### src/rtl/passwd_pkg.sv
// Shared types and constants for the six-digit password controller.
package passwd_pkg;

  localparam int unsigned DIGITS  = 6;
  localparam int unsigned PAIRS   = 3;
  localparam int unsigned BCD_MAX = 9;
  localparam int unsigned DIGIT_W = 4;
  localparam int unsigned CNT_W   = 3;
  localparam int unsigned ERR_W   = 3;

  typedef logic [DIGIT_W-1:0] digit_t;
  typedef logic [DIGITS-1:0][DIGIT_W-1:0] code_t;

  // One register load: the two digits written together by a single yk pulse
  typedef struct packed {
    digit_t d1;
    digit_t d2;
  } pair_t;

  typedef enum logic [2:0] {
    S_IDLE      = 3'd0,
    S_ENTRY     = 3'd1,
    S_CHECK     = 3'd2,
    S_OPEN      = 3'd3,
    S_SET_ENTRY = 3'd4,
    S_SET_WRITE = 3'd5,
    S_LOCKOUT   = 3'd6
  } state_t;

  function automatic logic is_bcd(input digit_t d);
    return d <= DIGIT_W'(BCD_MAX);
  endfunction

  function automatic pair_t code_pair(input code_t c, input logic [1:0] k);
    pair_t p;
    p = '0;
    case (k)
      2'd0: begin p.d1 = c[0]; p.d2 = c[1]; end
      2'd1: begin p.d1 = c[2]; p.d2 = c[3]; end
      2'd2: begin p.d1 = c[4]; p.d2 = c[5]; end
      default: p = '0;
    endcase
    return p;
  endfunction

endpackage

### src/rtl/passwd_controller_if.sv
// Keypad, password-register and status signals of the password controller.
interface passwd_controller_if;
  import passwd_pkg::*;

  logic                 key_valid;
  digit_t               key_digit;
  logic                 key_enter;
  logic                 key_set;
  logic                 key_cancel;

  digit_t               q1, q2, q3, q4, q5, q6;

  digit_t               d1, d2;
  logic                 y0, y1, y2;
  logic                 unlocked;
  logic                 alarm;
  logic [ERR_W-1:0]     err_cnt;
  logic [CNT_W-1:0]     digit_cnt;

  modport master (
    output key_valid, key_digit, key_enter, key_set, key_cancel,
    output q1, q2, q3, q4, q5, q6,
    input  d1, d2, y0, y1, y2, unlocked, alarm, err_cnt, digit_cnt
  );

  modport slave (
    input  key_valid, key_digit, key_enter, key_set, key_cancel,
    input  q1, q2, q3, q4, q5, q6,
    output d1, d2, y0, y1, y2, unlocked, alarm, err_cnt, digit_cnt
  );

endinterface

### src/rtl/passwd_lock_timer.sv
// Lockout down-counter: loads LOCK_CYCLES-1, counts down while enabled, done at zero.
module passwd_lock_timer #(
  parameter int unsigned LOCK_CYCLES = 1000,
  parameter int unsigned LOCK_W      = 16
) (
  input  logic clk,
  input  logic clr,
  input  logic i_load,
  input  logic i_en,
  output logic o_done_c
);

  localparam logic [LOCK_W-1:0] LOAD_VAL = LOCK_W'(LOCK_CYCLES - 1);

  logic [LOCK_W-1:0] r_cnt;

  always_ff @(posedge clk or negedge clr) begin
    if (!clr) begin
      r_cnt <= '0;
    end else if (i_load) begin
      r_cnt <= LOAD_VAL;
    end else if (i_en && (r_cnt != '0)) begin
      r_cnt <= r_cnt - LOCK_W'(1);
    end
  end

  assign o_done_c = (r_cnt == '0);

endmodule

### src/rtl/passwd_controller.sv
// Password entry/check/lockout FSM; writes a new code to the register as three pair loads.
module passwd_controller
  import passwd_pkg::*;
#(
  parameter int unsigned MAX_ERR     = 3,
  parameter int unsigned LOCK_CYCLES = 1000,
  parameter int unsigned LOCK_W      = 16
) (
  input  logic                clk,
  input  logic                clr,
  passwd_controller_if.slave  bus
);

  localparam logic [CNT_W-1:0] FULL_CNT  = CNT_W'(DIGITS);
  localparam logic [CNT_W-1:0] LAST_STEP = CNT_W'(2 * PAIRS - 1);

  state_t             r_state, w_state_next;
  code_t              r_buf, w_buf_next, w_buf_app;
  logic [CNT_W-1:0]   r_digit_cnt, w_digit_cnt_next, w_cnt_app;
  logic [ERR_W-1:0]   r_err_cnt, w_err_cnt_next, w_err_inc;
  logic [CNT_W-1:0]   r_wr_step, w_wr_step_next;
  digit_t             r_d1, r_d2, w_d1_next, w_d2_next;
  logic               r_unlocked, r_alarm;
  logic [PAIRS-1:0]   r_y;
  pair_t              w_pair;
  code_t              w_stored;
  logic               w_match;
  logic               w_cancel, w_enter, w_set, w_digit;
  logic               w_timer_load, w_timer_en, w_timer_done;

  // Strobe priority: cancel > enter > set > digit
  assign w_cancel = bus.key_cancel;
  assign w_enter  = bus.key_enter && !w_cancel;
  assign w_set    = bus.key_set && !w_cancel && !bus.key_enter;
  assign w_digit  = bus.key_valid && is_bcd(bus.key_digit) &&
                    !w_cancel && !bus.key_enter && !bus.key_set;

  assign w_stored = {bus.q6, bus.q5, bus.q4, bus.q3, bus.q2, bus.q1};
  assign w_match  = (r_digit_cnt == FULL_CNT) && (r_buf == w_stored);
  assign w_err_inc = r_err_cnt + ERR_W'(1);

  // Buffer contents and count after accepting the current digit; a 7th digit is dropped
  always_comb begin
    w_buf_app = r_buf;
    w_cnt_app = r_digit_cnt;
    if (r_digit_cnt < FULL_CNT) begin
      w_buf_app[r_digit_cnt] = bus.key_digit;
      w_cnt_app              = r_digit_cnt + CNT_W'(1);
    end
  end

  always_comb begin
    w_state_next     = r_state;
    w_buf_next       = r_buf;
    w_digit_cnt_next = r_digit_cnt;
    w_err_cnt_next   = r_err_cnt;
    w_wr_step_next   = r_wr_step;
    w_d1_next        = r_d1;
    w_d2_next        = r_d2;
    w_pair           = '0;
    w_timer_load     = 1'b0;
    w_timer_en       = 1'b0;

    case (r_state)
      S_IDLE: begin
        if (w_digit) begin
          w_buf_next       = w_buf_app;
          w_digit_cnt_next = w_cnt_app;
          w_state_next     = S_ENTRY;
        end
      end

      S_ENTRY: begin
        if (w_cancel) begin
          w_buf_next       = '0;
          w_digit_cnt_next = '0;
          w_state_next     = S_IDLE;
        end else if (w_enter) begin
          w_state_next = S_CHECK;
        end else if (w_digit) begin
          w_buf_next       = w_buf_app;
          w_digit_cnt_next = w_cnt_app;
        end
      end

      S_CHECK: begin
        w_buf_next       = '0;
        w_digit_cnt_next = '0;
        if (w_match) begin
          w_err_cnt_next = '0;
          w_state_next   = S_OPEN;
        end else begin
          w_err_cnt_next = w_err_inc;
          if (w_err_inc >= ERR_W'(MAX_ERR)) begin
            w_timer_load = 1'b1;
            w_state_next = S_LOCKOUT;
          end else begin
            w_state_next = S_IDLE;
          end
        end
      end

      S_OPEN: begin
        if (w_cancel) begin
          w_state_next = S_IDLE;
        end else if (w_set) begin
          w_state_next = S_SET_ENTRY;
        end
      end

      S_SET_ENTRY: begin
        if (w_cancel) begin
          w_buf_next       = '0;
          w_digit_cnt_next = '0;
          w_state_next     = S_OPEN;
        end else if (w_enter) begin
          if (r_digit_cnt == FULL_CNT) begin
            w_pair         = code_pair(r_buf, 2'd0);
            w_d1_next      = w_pair.d1;
            w_d2_next      = w_pair.d2;
            w_wr_step_next = '0;
            w_state_next   = S_SET_WRITE;
          end
        end else if (w_digit) begin
          w_buf_next       = w_buf_app;
          w_digit_cnt_next = w_cnt_app;
        end
      end

      // Even steps present a new pair on d1/d2; odd steps carry the falling-edge load pulse
      S_SET_WRITE: begin
        if (r_wr_step == LAST_STEP) begin
          w_buf_next       = '0;
          w_digit_cnt_next = '0;
          w_wr_step_next   = '0;
          w_state_next     = S_OPEN;
        end else begin
          w_wr_step_next = r_wr_step + CNT_W'(1);
          if (!w_wr_step_next[0]) begin
            w_pair    = code_pair(r_buf, w_wr_step_next[2:1]);
            w_d1_next = w_pair.d1;
            w_d2_next = w_pair.d2;
          end
        end
      end

      S_LOCKOUT: begin
        w_timer_en = 1'b1;
        if (w_timer_done) begin
          w_err_cnt_next = '0;
          w_state_next   = S_IDLE;
        end
      end

      default: begin
        w_buf_next       = '0;
        w_digit_cnt_next = '0;
        w_state_next     = S_IDLE;
      end
    endcase
  end

  always_ff @(posedge clk or negedge clr) begin
    if (!clr) begin
      r_state     <= S_IDLE;
      r_buf       <= '0;
      r_digit_cnt <= '0;
      r_err_cnt   <= '0;
      r_wr_step   <= '0;
      r_d1        <= '0;
      r_d2        <= '0;
      r_unlocked  <= 1'b0;
      r_alarm     <= 1'b0;
    end else begin
      r_state     <= w_state_next;
      r_buf       <= w_buf_next;
      r_digit_cnt <= w_digit_cnt_next;
      r_err_cnt   <= w_err_cnt_next;
      r_wr_step   <= w_wr_step_next;
      r_d1        <= w_d1_next;
      r_d2        <= w_d2_next;
      r_unlocked  <= (w_state_next inside {S_OPEN, S_SET_ENTRY, S_SET_WRITE});
      r_alarm     <= (w_state_next == S_LOCKOUT);
    end
  end

  // Load enables change only while clk is low, so clk & yk yields one clean edge per slot
  always_ff @(negedge clk or negedge clr) begin
    if (!clr) begin
      r_y <= '0;
    end else begin
      for (int k = 0; k < int'(PAIRS); k++) begin
        r_y[k] <= (r_state == S_SET_WRITE) && (r_wr_step == CNT_W'(2 * k));
      end
    end
  end

  passwd_lock_timer #(
    .LOCK_CYCLES (LOCK_CYCLES),
    .LOCK_W      (LOCK_W)
  ) u_lock_timer (
    .clk      (clk),
    .clr      (clr),
    .i_load   (w_timer_load),
    .i_en     (w_timer_en),
    .o_done_c (w_timer_done)
  );

  assign bus.d1        = r_d1;
  assign bus.d2        = r_d2;
  assign bus.y0        = r_y[0];
  assign bus.y1        = r_y[1];
  assign bus.y2        = r_y[2];
  assign bus.unlocked  = r_unlocked;
  assign bus.alarm     = r_alarm;
  assign bus.err_cnt   = r_err_cnt;
  assign bus.digit_cnt = r_digit_cnt;

endmodule

### src/flat_wrapper.sv
// flat-port wrapper written by rule: the top's interface ports become plain ports
module passwd_controller_flat import passwd_pkg::*;
#(
  parameter int unsigned MAX_ERR     = 3,
  parameter int unsigned LOCK_CYCLES = 1000,
  parameter int unsigned LOCK_W      = 16
)
  (clk, clr, bus_key_valid, bus_key_digit, bus_key_enter, bus_key_set, bus_key_cancel, bus_q1, bus_q2, bus_q3, bus_q4, bus_q5, bus_q6, bus_d1, bus_d2, bus_y0, bus_y1, bus_y2, bus_unlocked, bus_alarm, bus_err_cnt, bus_digit_cnt);
  passwd_controller_if bus_i ();
  input  logic clk;
  input  logic clr;
  input wire logic [$bits(bus_i.key_valid)-1:0] bus_key_valid;
  input wire logic [$bits(bus_i.key_digit)-1:0] bus_key_digit;
  input wire logic [$bits(bus_i.key_enter)-1:0] bus_key_enter;
  input wire logic [$bits(bus_i.key_set)-1:0] bus_key_set;
  input wire logic [$bits(bus_i.key_cancel)-1:0] bus_key_cancel;
  input wire logic [$bits(bus_i.q1)-1:0] bus_q1;
  input wire logic [$bits(bus_i.q2)-1:0] bus_q2;
  input wire logic [$bits(bus_i.q3)-1:0] bus_q3;
  input wire logic [$bits(bus_i.q4)-1:0] bus_q4;
  input wire logic [$bits(bus_i.q5)-1:0] bus_q5;
  input wire logic [$bits(bus_i.q6)-1:0] bus_q6;
  output wire logic [$bits(bus_i.d1)-1:0] bus_d1;
  output wire logic [$bits(bus_i.d2)-1:0] bus_d2;
  output wire logic [$bits(bus_i.y0)-1:0] bus_y0;
  output wire logic [$bits(bus_i.y1)-1:0] bus_y1;
  output wire logic [$bits(bus_i.y2)-1:0] bus_y2;
  output wire logic [$bits(bus_i.unlocked)-1:0] bus_unlocked;
  output wire logic [$bits(bus_i.alarm)-1:0] bus_alarm;
  output wire logic [$bits(bus_i.err_cnt)-1:0] bus_err_cnt;
  output wire logic [$bits(bus_i.digit_cnt)-1:0] bus_digit_cnt;
  assign bus_i.key_valid = bus_key_valid;
  assign bus_i.key_digit = bus_key_digit;
  assign bus_i.key_enter = bus_key_enter;
  assign bus_i.key_set = bus_key_set;
  assign bus_i.key_cancel = bus_key_cancel;
  assign bus_i.q1 = bus_q1;
  assign bus_i.q2 = bus_q2;
  assign bus_i.q3 = bus_q3;
  assign bus_i.q4 = bus_q4;
  assign bus_i.q5 = bus_q5;
  assign bus_i.q6 = bus_q6;
  assign bus_d1 = bus_i.d1;
  assign bus_d2 = bus_i.d2;
  assign bus_y0 = bus_i.y0;
  assign bus_y1 = bus_i.y1;
  assign bus_y2 = bus_i.y2;
  assign bus_unlocked = bus_i.unlocked;
  assign bus_alarm = bus_i.alarm;
  assign bus_err_cnt = bus_i.err_cnt;
  assign bus_digit_cnt = bus_i.digit_cnt;
  passwd_controller #(.MAX_ERR(MAX_ERR), .LOCK_CYCLES(LOCK_CYCLES), .LOCK_W(LOCK_W)) u_core (.clk(clk), .clr(clr), .bus(bus_i));
endmodule
### config.mk
export PLATFORM = sky130hd
export DESIGN_NAME = passwd_controller_flat
export DESIGN_NICKNAME = d
export VERILOG_FILES = /design/src/rtl/passwd_pkg.sv /design/src/rtl/passwd_controller_if.sv /design/src/rtl/passwd_lock_timer.sv /design/src/rtl/passwd_controller.sv /design/src/flat_wrapper.sv
export SDC_FILE = /design/constraint.sdc
export NUM_CORES = 1
export LEC_CHECK = 0
export ABC_AREA = 0
export CAP_MARGIN = 20
export CORE_UTILIZATION = 50
export DETAILED_ROUTE_END_ITERATION = 6
export DONT_BUFFER_PORTS = 1
export SLEW_MARGIN = 25
export SYNTH_ARGS = -nofsm -noshare
export SYNTH_HDL_FRONTEND = slang
export SYNTH_HIERARCHICAL = 1
export SYNTH_SLANG_ARGS = --single-unit
### constraint.sdc
create_clock -name clk -period 5.1 [get_ports clk]
set_clock_uncertainty 0.2 [all_clocks]
set_input_delay 1.02 -clock clk [delete_from_list [all_inputs] [get_ports clk]]
set_output_delay 1.02 -clock clk [all_outputs]
set_load 0.03 [all_outputs]
==> results of run 1 <==
-- metrics by stage --
stage / util (%) / instance area, µm² / total power [µW] / hold WS (ns)
6_report: 55.2 / 4070 / 914 / 0.161
5_1_grt: 55.2 / 4070 / 950 / 0.140
4_1_cts: 55.2 / 4070 / 921 / 0.150
3_5_place_dp: 53.0 / 3900 / 541 / 0.304
3_3_place_gp: 53.0 / 3900 / 540 / 0.293
2_1_floorplan: - / 3890 / 538 / 0.274
-- area by class of cell --
class                           instances  area share [%]
Inverter                               12            1.11
Timing Repair Buffer                    1           0.184
Clock inverter                          3           0.430
Multi-Input combinational cell        307            51.6
Tap cell                               99            3.04
Clock buffer                           13            3.66
Sequential cell                        65            40.0
-- worst max path at each step --
stage                   from  endpoint  slack [ns]  depth (start not counted)
6_report       u_core/r_y[2]    bus_y2        0.44                          0
5_1_grt        u_core/r_y[1]    bus_y1        0.41                          0
4_1_cts        u_core/r_y[2]    bus_y2        0.43                          0
3_5_place_dp   u_core/r_y[2]    bus_y2        0.79                          0
3_3_place_gp   u_core/r_y[1]    bus_y1        0.79                          0
2_1_floorplan  u_core/r_y[0]    bus_y0        0.80                          0
-- kinds of logic (layout without fill, tap and decap cells) --
| logic type | Yosys count | in the layout |
|---|---|---|
| AOI/OAI and AO/OA | 116 | 116 |
| xor gates and xnor gates | 27 | 27 |
| adders and majority gates | 9 | 9 |
| buffers and inverters | 33 | 29 |
| DFF | 65 | 65 |
| muxes | 18 | 18 |
| and+or+nand+nor | 137 | 137 |
-- cells in the mapped netlist (2+ instances only) --
cell type,instances,area (µm²)
a211o_1,2,17.5
a21o_1,2,15.0
a21oi_1,30,150
a221o_1,2,20.0
a22o_1,9,78.8
a22oi_1,8,60.1
a31oi_1,2,12.5
and2_1,6,37.5
and2b_1,3,22.5
and3_1,4,25.0
buf_2,11,55.1
buf_4,2,15.0
buf_6,2,22.5
clkbuf_1,6,22.5
dfrtn_1,3,75.1
dfrtp_1,62,1550
ha_1,9,113
inv_1,11,41.3
mux2i_1,18,180
nand2_1,38,143
nand3_1,2,10.0
nand4_1,11,68.8
nor2_1,26,97.6
nor2b_1,5,31.3
nor3_1,6,30.0
nor4_1,5,31.3
o211ai_1,2,15.0
o21a_1,3,22.5
o21ai_0,16,80.1
o21ai_1,2,10.0
o21ai_2,2,17.5
o21bai_1,2,15.0
o311ai_0,4,35.0
o31ai_1,16,120
o41ai_1,3,26.3
or3_1,9,56.3
or4_1,7,52.6
xnor2_1,3,26.3
xor2_1,24,210
-- power breakdown --
| part | switching, µW | internal (µW) |
|---|---|---|
| clock | 194 | 189 |
| sequential | 0.527 | 516 |
| combinational | 8.47 | 6.70 |
| total | 203 | 711 |
-- layer usage --
layer / GRT usage, % / share of wire (%)
met5: 0 / 0
met4: 5.38 / 0.98
met2: 33.4 / 43
met3: 6.68 / 5.3
met1: 34.7 / 51
-- worst reg2reg max path, stage by stage, from the launching register on --
cell	delay, ns
dfrtp_1	0.52
and2b_1	0.24
and2_1	0.32
and3_1	0.27
-- state kept, by name (all words and copies together) (netlist names) --
signal and flops:
u_core/bus.digit_cnt 3, u_core/r_buf 24, u_core/bus.d1 4, u_core/r_wr_step 3, u_core/bus.err_cnt 3, u_core/bus.d2 4, u_core/r_y 3, u_core/bus.alarm 1
u_core/u_lock_timer/r_cnt 16, u_core/r_state 3, u_core/bus.unlocked 1
==> run metrics, run 1 <==
area of the multi-input gates=between 2000 and 2500 µm²; Cells after Synth=405; IR drop worst, VDD=121 µV; hpwl dp=6.35 mm; drt total wl=8.88 mm; io pins=53; Wirelength per Cell=17.8 µm; Reg clk slew, reported paths=0.08 ns; DRT Pass-1 Iters=4; static leakage=approximately 0.0019 µW; Adder-Cell Fraction of Synth Area=2.90%; number of synthesized register bits=65; TritonCTS Buffers=9; dominant register cell in the synthesized netlist=dfrtp_1; final slew viol count=0; CP endpoint kind=primary output; CTS Buffer Depth=2; RR Endpoint=u_core/r_y[2]; syn nets=~450; RePlAce Congestion=0.804; ANT cells=0; Post-Layout Cell Count=500; mux cell area share after synthesis=4.63%; CTS root buf=clkbuf_8; final setup vio count=0; crit path DAT=3.44 ns; number of global-route vias before repair=2869; synth warn=6; port bufs=0; compound-cell area share of the yosys netlist=between 20 and 25%; starting density of the core=52.8%; largest family of logic cells by synthesized area=compound AO/OA/AOI/OAI gates; Slew @ Worst Pin=just over 0.9 ns; # fillers=~700; vias per std cell=6.06; Post-CTS Setup Inserts=0; Die Y-Extent=90.2 µm; Sequential cell area=around 1600 µm²; H-Tree Level Count=3; die area=8130 µm²; area share of xor/xnor cells in the synthesized design=6.08%; hold_buf cts=0; slew margin rel.=38.6%; most frequent cells in the layout=dfrtp_1 (62), nand2_1 (38), a21oi_1 (30); asr flop ratio synth=100%; CTS tree=yes; Routed Antenna Nets=0; gr usage total=between 20% and 30%; Synth cell types=66; die width=roughly 90 µm; Area Growth Syn to Fin=4.70%; antenna violations before repair=0; Vias=3032; core area=7370 µm²; R2R setup slack=roughly 0.84 ns; worst setup margin=0.441 ns; unrepaired setup endpoints after global routing=no; worst-path fanout max=1; share of cells above drive strength 1=6.48%; power density over cell area=225 nW/µm²; first-pass GRT wire length=about 15 mm; Hold Path Class=in -> async; Clk Latency, worst-skew pair=0.35 ns; outcome=complete, no violations; MaxCap Viol Count=0; Final nets=439; Worst EP required=3.88 ns; R2R Path Start=u_core/r_state[2]; Synth Area in Simple Gates=19.7%; largest net degree at the start of global routing=between 60 and 70; Worst Setup Start Kind=flip-flop; Setup TNS Final=0 ns; total gr overflow=0; PostCTS Resize Cnt=0; Syn Std Cell Area=3890 µm²; kind of critical path=reg -> out; clock sink count=65; commonest non-fill, non-tap cell in the layout=dfrtp_1; dpl ws=0.786 ns; number of synthesized flops with an enable pin=0; R2R depth=3; row count=31; dpl cells=around 480; # DRC=0; sequential share of the synthesized area=41.8%; final hold vios=0; First DRT Iteration DRCs=178; mean area per synthesized cell=9.60 µm²
Note: power is estimated with default switching activity, not from simulation.
==> run 2, diff against run 1 <==
Settings changed: CORE_ASPECT_RATIO from default to 1.1.
==> run 2 against run 1 <==
Effect of this change:
- die area about the same
- non-clock buffer count unchanged
- sequential power about the same
- hold slack got worse by 0.0026 ns
- final cell count increased by 1.2%
- highest routed layer unchanged
- utilization increased by 0.15 points
- wire length increased by 5.3%
- combinational power about the same
- register-to-register slack got worse by 0.03 ns
- total power increased by 13%
- critical path depth unchanged
- largest cell class unchanged
- design area increased by 1.7%
==> run metrics, run 2 (synthesis gave the netlist of run 1 again) <==
power density over cell area=250 nW/µm²; Die Y-Extent=94.5 µm; CTS tree=yes; Hold Slack=approximately 0.16 ns; Vias=between 3k and 4k; starting density of the core=52.0%; Routed Antenna Nets=0; TritonCTS Buffers=9; final hold vios=0; commonest non-fill, non-tap cell in the layout=dfrtp_1; die area=approximately 8100 µm²; Final nets=439; antenna violations before repair=0; row count=33; io pins=53; worst-path fanout max=1; CTS Buffer Depth=2; clock sink count=65; Worst Setup Start Kind=flip-flop; Clk Latency, worst-skew pair=0.35 ns; die width=86.1 µm; Reg clk slew, reported paths=0.08 ns; Area Growth Syn to Fin=6.47%; most frequent cells in the layout=dfrtp_1 (62), nand2_1 (38), a21oi_1 (30); H-Tree Level Count=3; IR drop worst, VDD=~120 µV; Hold Path Class=in -> async; largest register by flop count=u_core/r_buf; slew margin rel.=41.2%; biggest regs=u_core/r_buf x24, u_core/u_lock_timer/r_cnt x16; port bufs=0; Largest register FFs=24; first-pass GRT wire length=15.4 mm; DRT Pass-1 Iters=4; Post-CTS Setup Inserts=0; Wirelength per Cell=18.5 µm; total gr overflow=0; largest net degree at the start of global routing=66; RePlAce Congestion=roughly 0.8; CP endpoint kind=primary output; kind of critical path=reg -> out; final setup vio count=0; hold_buf cts=0; static leakage=0.00192 µW; gr usage total=24.8%; crit path DAT=3.44 ns; final slew viol count=0; MaxCap Viol Count=0; CTS root buf=clkbuf_8; drt total wl=9.35 mm; ANT cells=0; # fillers=698; Slew @ Worst Pin=0.878 ns; vias per std cell=between 6 and 7; Worst EP required=3.88 ns; share of cells above drive strength 1=roughly 7.2%; outcome=complete, no violations; core area=7470 µm²; Setup TNS Final=0 ns; unrepaired setup endpoints after global routing=no; # DRC=0; hpwl dp=6.76 mm; PostCTS Resize Cnt=0; First DRT Iteration DRCs=148; number of global-route vias before repair=a little over 3k
[run 2: cell types whose count changed in the layout (fill, tap and decap cells not counted)]
cell / delta
clkbuf_1: -3
bufinv_16: +2
clkinv_2: -1
clkinv_4: +1
inv_6: +1
[run 2: worst reg2reg max path: cells and delay by family, from the launching register on]
kind | cells | cell delay [ns]
flops | 1 | 0.55
simple gates | 3 | 0.82
[run 2: report_power, final]
group | switching, µW | internal [µW] | leakage (µW)
clock | 214 | 290 | 0.000113
sequential | 0.521 | 515 | 0.000826
combinational | 8.20 | 6.69 | 0.000981
[run 2: stage by stage]
stage	utilization, %	cells	cell area, µm²	power, µW	setup slack [ns]
floorplan	-	405	3890	538	0.797
global placement	52.3	490	3910	541	0.786
detailed placement	52.3	490	3910	541	0.787
CTS	55.4	506	4140	1050	0.429
global route	55.4	506	4140	1070	0.413
finish	55.4	506	4140	1030	0.444
[run 2: cell type report]
class / instances / area [µm²] / share of cell area [%]
Clock buffer: 10 / 138 / 3.33
Clock inverter: 6 / 90.1 / 2.18
Inverter: 12 / 45.0 / 1.09
Multi-Input combinational cell: 307 / 2100 / 50.8
Sequential cell: 65 / 1630 / 39.3
Tap cell: 105 / 131 / 3.17
Timing Repair Buffer: 1 / 7.51 / 0.181
[run 2: final timing paths]
check,startpoint,endpoint,slack (ns),cells past startpoint
worst max-delay path,u_core/r_y[1],bus_y1,0.44,0
worst min-delay path,clr,u_core/bus.err_cnt[0],0.16,0
worst max register to register,u_core/r_state[1],u_core/r_y[2],0.81,3
worst min register to register,u_core/u_lock_timer/r_cnt[9],u_core/u_lock_timer/r_cnt[9],0.33,1
max in group asynchronous,clr,u_core/r_y[2],1.95,0
min in group clk,u_core/u_lock_timer/r_cnt[9],u_core/u_lock_timer/r_cnt[9],0.33,1
[run 2: per-layer routing]
| metal | share of wire, % | up-vias | GRT usage (%) |
|---|---|---|---|
| met2 | 51 | 77 | 42.4 |
| met5 | 0 | - | 0 |
| li1 | - | 1489 | - |
| met4 | 2.9 | 0 | 12.1 |
| met3 | 4.6 | 21 | 5.24 |
| met1 | 42 | 1533 | 29.8 |
==> run 3, diff against run 2 <==
Settings changed: CORE_UTILIZATION 50 to 35.
==> run 3 against run 2 <==
Effect of this change:
- sequential share of layout area fell by 1.1 points
- die area rose by 42%
- design area rose by 2.8%
- final cell count rose by 8.1%
- register-to-register slack improved by 0.03 ns
- sequential power barely moved
- global-route usage fell by 7.8 points
- critical endpoint is now bus_y0
- highest routed layer unchanged
==> run metrics, run 3 (synthesis gave the netlist of run 1 again) <==
Clk Latency, worst-skew pair=0.33 ns; unrepaired setup endpoints after global routing=no; Vias=a little over 3k; Logic pwr share=approximately 1.3%; RePlAce Congestion=0.843; largest net degree at the start of global routing=66; hold_buf cts=0; Total Power=1160 µW; static leakage=0.00195 µW; share of cells above drive strength 1=6.50%; Post-CTS Setup Inserts=0; Area after DPL=3960 µm²; most frequent cells in the layout=dfrtp_1 (62), nand2_1 (38), a21oi_1 (30); MaxCap Viol Count=0; port bufs=0; gr usage total=between 10% and 20%; # fillers=1089; Routed Antenna Nets=0; biggest regs=u_core/r_buf x24, u_core/u_lock_timer/r_cnt x16; die area=11500 µm²; final setup vio count=0; First DRT Iteration DRCs=202; TritonCTS Buffers=9; PostCTS Resize Cnt=0; crit path DAT=approximately 3.4 ns; largest register by flop count=u_core/r_buf; die width=102 µm; area of the multi-input gates=2100 µm²; RR Endpoint=u_core/r_y[1]; total gr overflow=0; R2R Path Start=u_core/r_state[1]; Wirelength per Cell=roughly 17 µm; Die Y-Extent=113 µm; final slew viol count=0; commonest non-fill, non-tap cell in the layout=dfrtp_1; Slew @ Worst Pin=0.933 ns; clock share of power=54.0%; Sw Ratio=19.9%; slew margin rel.=37.6%; power density over cell area=approximately 270 nW/µm²; Final nets=438; CP endpoint kind=primary output; R2R setup slack=0.84 ns; Sw Pwr=230 µW; sequential group share of total power=44.7%; io pins=53; R2R depth=3; row count=40; Largest register FFs=24; clock sink count=65; Area Growth Syn to Fin=9.49%; outcome=complete, no violations; final hold vios=0; internal power=around 930 µW; Sequential cell area=1630 µm²; H-Tree Level Count=3; CTS Buffer Depth=2; kind of critical path=reg -> out; CTS tree=yes; number of global-route vias before repair=a little under 3k; core area=10900 µm²; Reg clk slew, reported paths=about 0.050 ns; Setup TNS Final=0 ns; CTS root buf=clkbuf_16; antenna violations before repair=0; # DRC=0; vias per std cell=5.70; Hold Slack=0.180 ns; Design Area, Final=about 4300 µm²; IR drop worst, VDD=137 µV; drt total wl=9.13 mm; ANT cells=0; Worst EP required=3.88 ns; worst-path fanout max=1; DRT Pass-1 Iters=4; Worst Setup Start Kind=flip-flop; Hold Path Class=in -> async; first-pass GRT wire length=15.1 mm; hpwl dp=around 6.6 mm; starting density of the core=35.8%
run 3: per-stage QoR:
stage	cells	utilization, %	setup WS (ns)
floorplan	405	-	0.797
global placement	531	36.4	0.794
detailed placement	531	36.4	0.787
CTS	547	39.2	0.424
global route	547	39.2	0.398
finish	547	39.2	0.440
run 3: cell type report:
| type | instances | area share (%) |
|---|---|---|
| Clock buffer | 13 | 6.11 |
| Clock inverter | 3 | 0.941 |
| Inverter | 12 | 1.06 |
| Multi-Input combinational cell | 307 | 49.4 |
| Sequential cell | 65 | 38.2 |
| Tap cell | 147 | 4.32 |
run 3: how the worst max path moves through the flow:
stage	startpoint	to	slack, ns	cells after the start
global route	u_core/r_y[1]	bus_y1	0.40	0
detailed placement	u_core/r_y[0]	bus_y0	0.79	0
global placement	u_core/r_y[1]	bus_y1	0.79	0
finish	u_core/r_y[0]	bus_y0	0.44	0
CTS	u_core/r_y[0]	bus_y0	0.42	0
floorplan	u_core/r_y[0]	bus_y0	0.80	0
run 3: metal layers:
layer  vias up  global-route usage (%)  part of all wire (%)
li1       1480                       -                     -
met1      1523                    24.0                    46
met2       104                    23.3                    44
met3        12                    6.48                   7.4
met4         0                    6.48                   2.3
met5         -                       0                     0
run 3: power groups by stage:
stage               Combinational, µW  Sequential [µW]  Clock [µW]
floorplan                        12.2              526           0
global placement                 14.4              526           0
detailed placement               14.6              526           0
CTS                              14.8              517         638
global route                     16.5              517         665
finish                           14.8              517         624
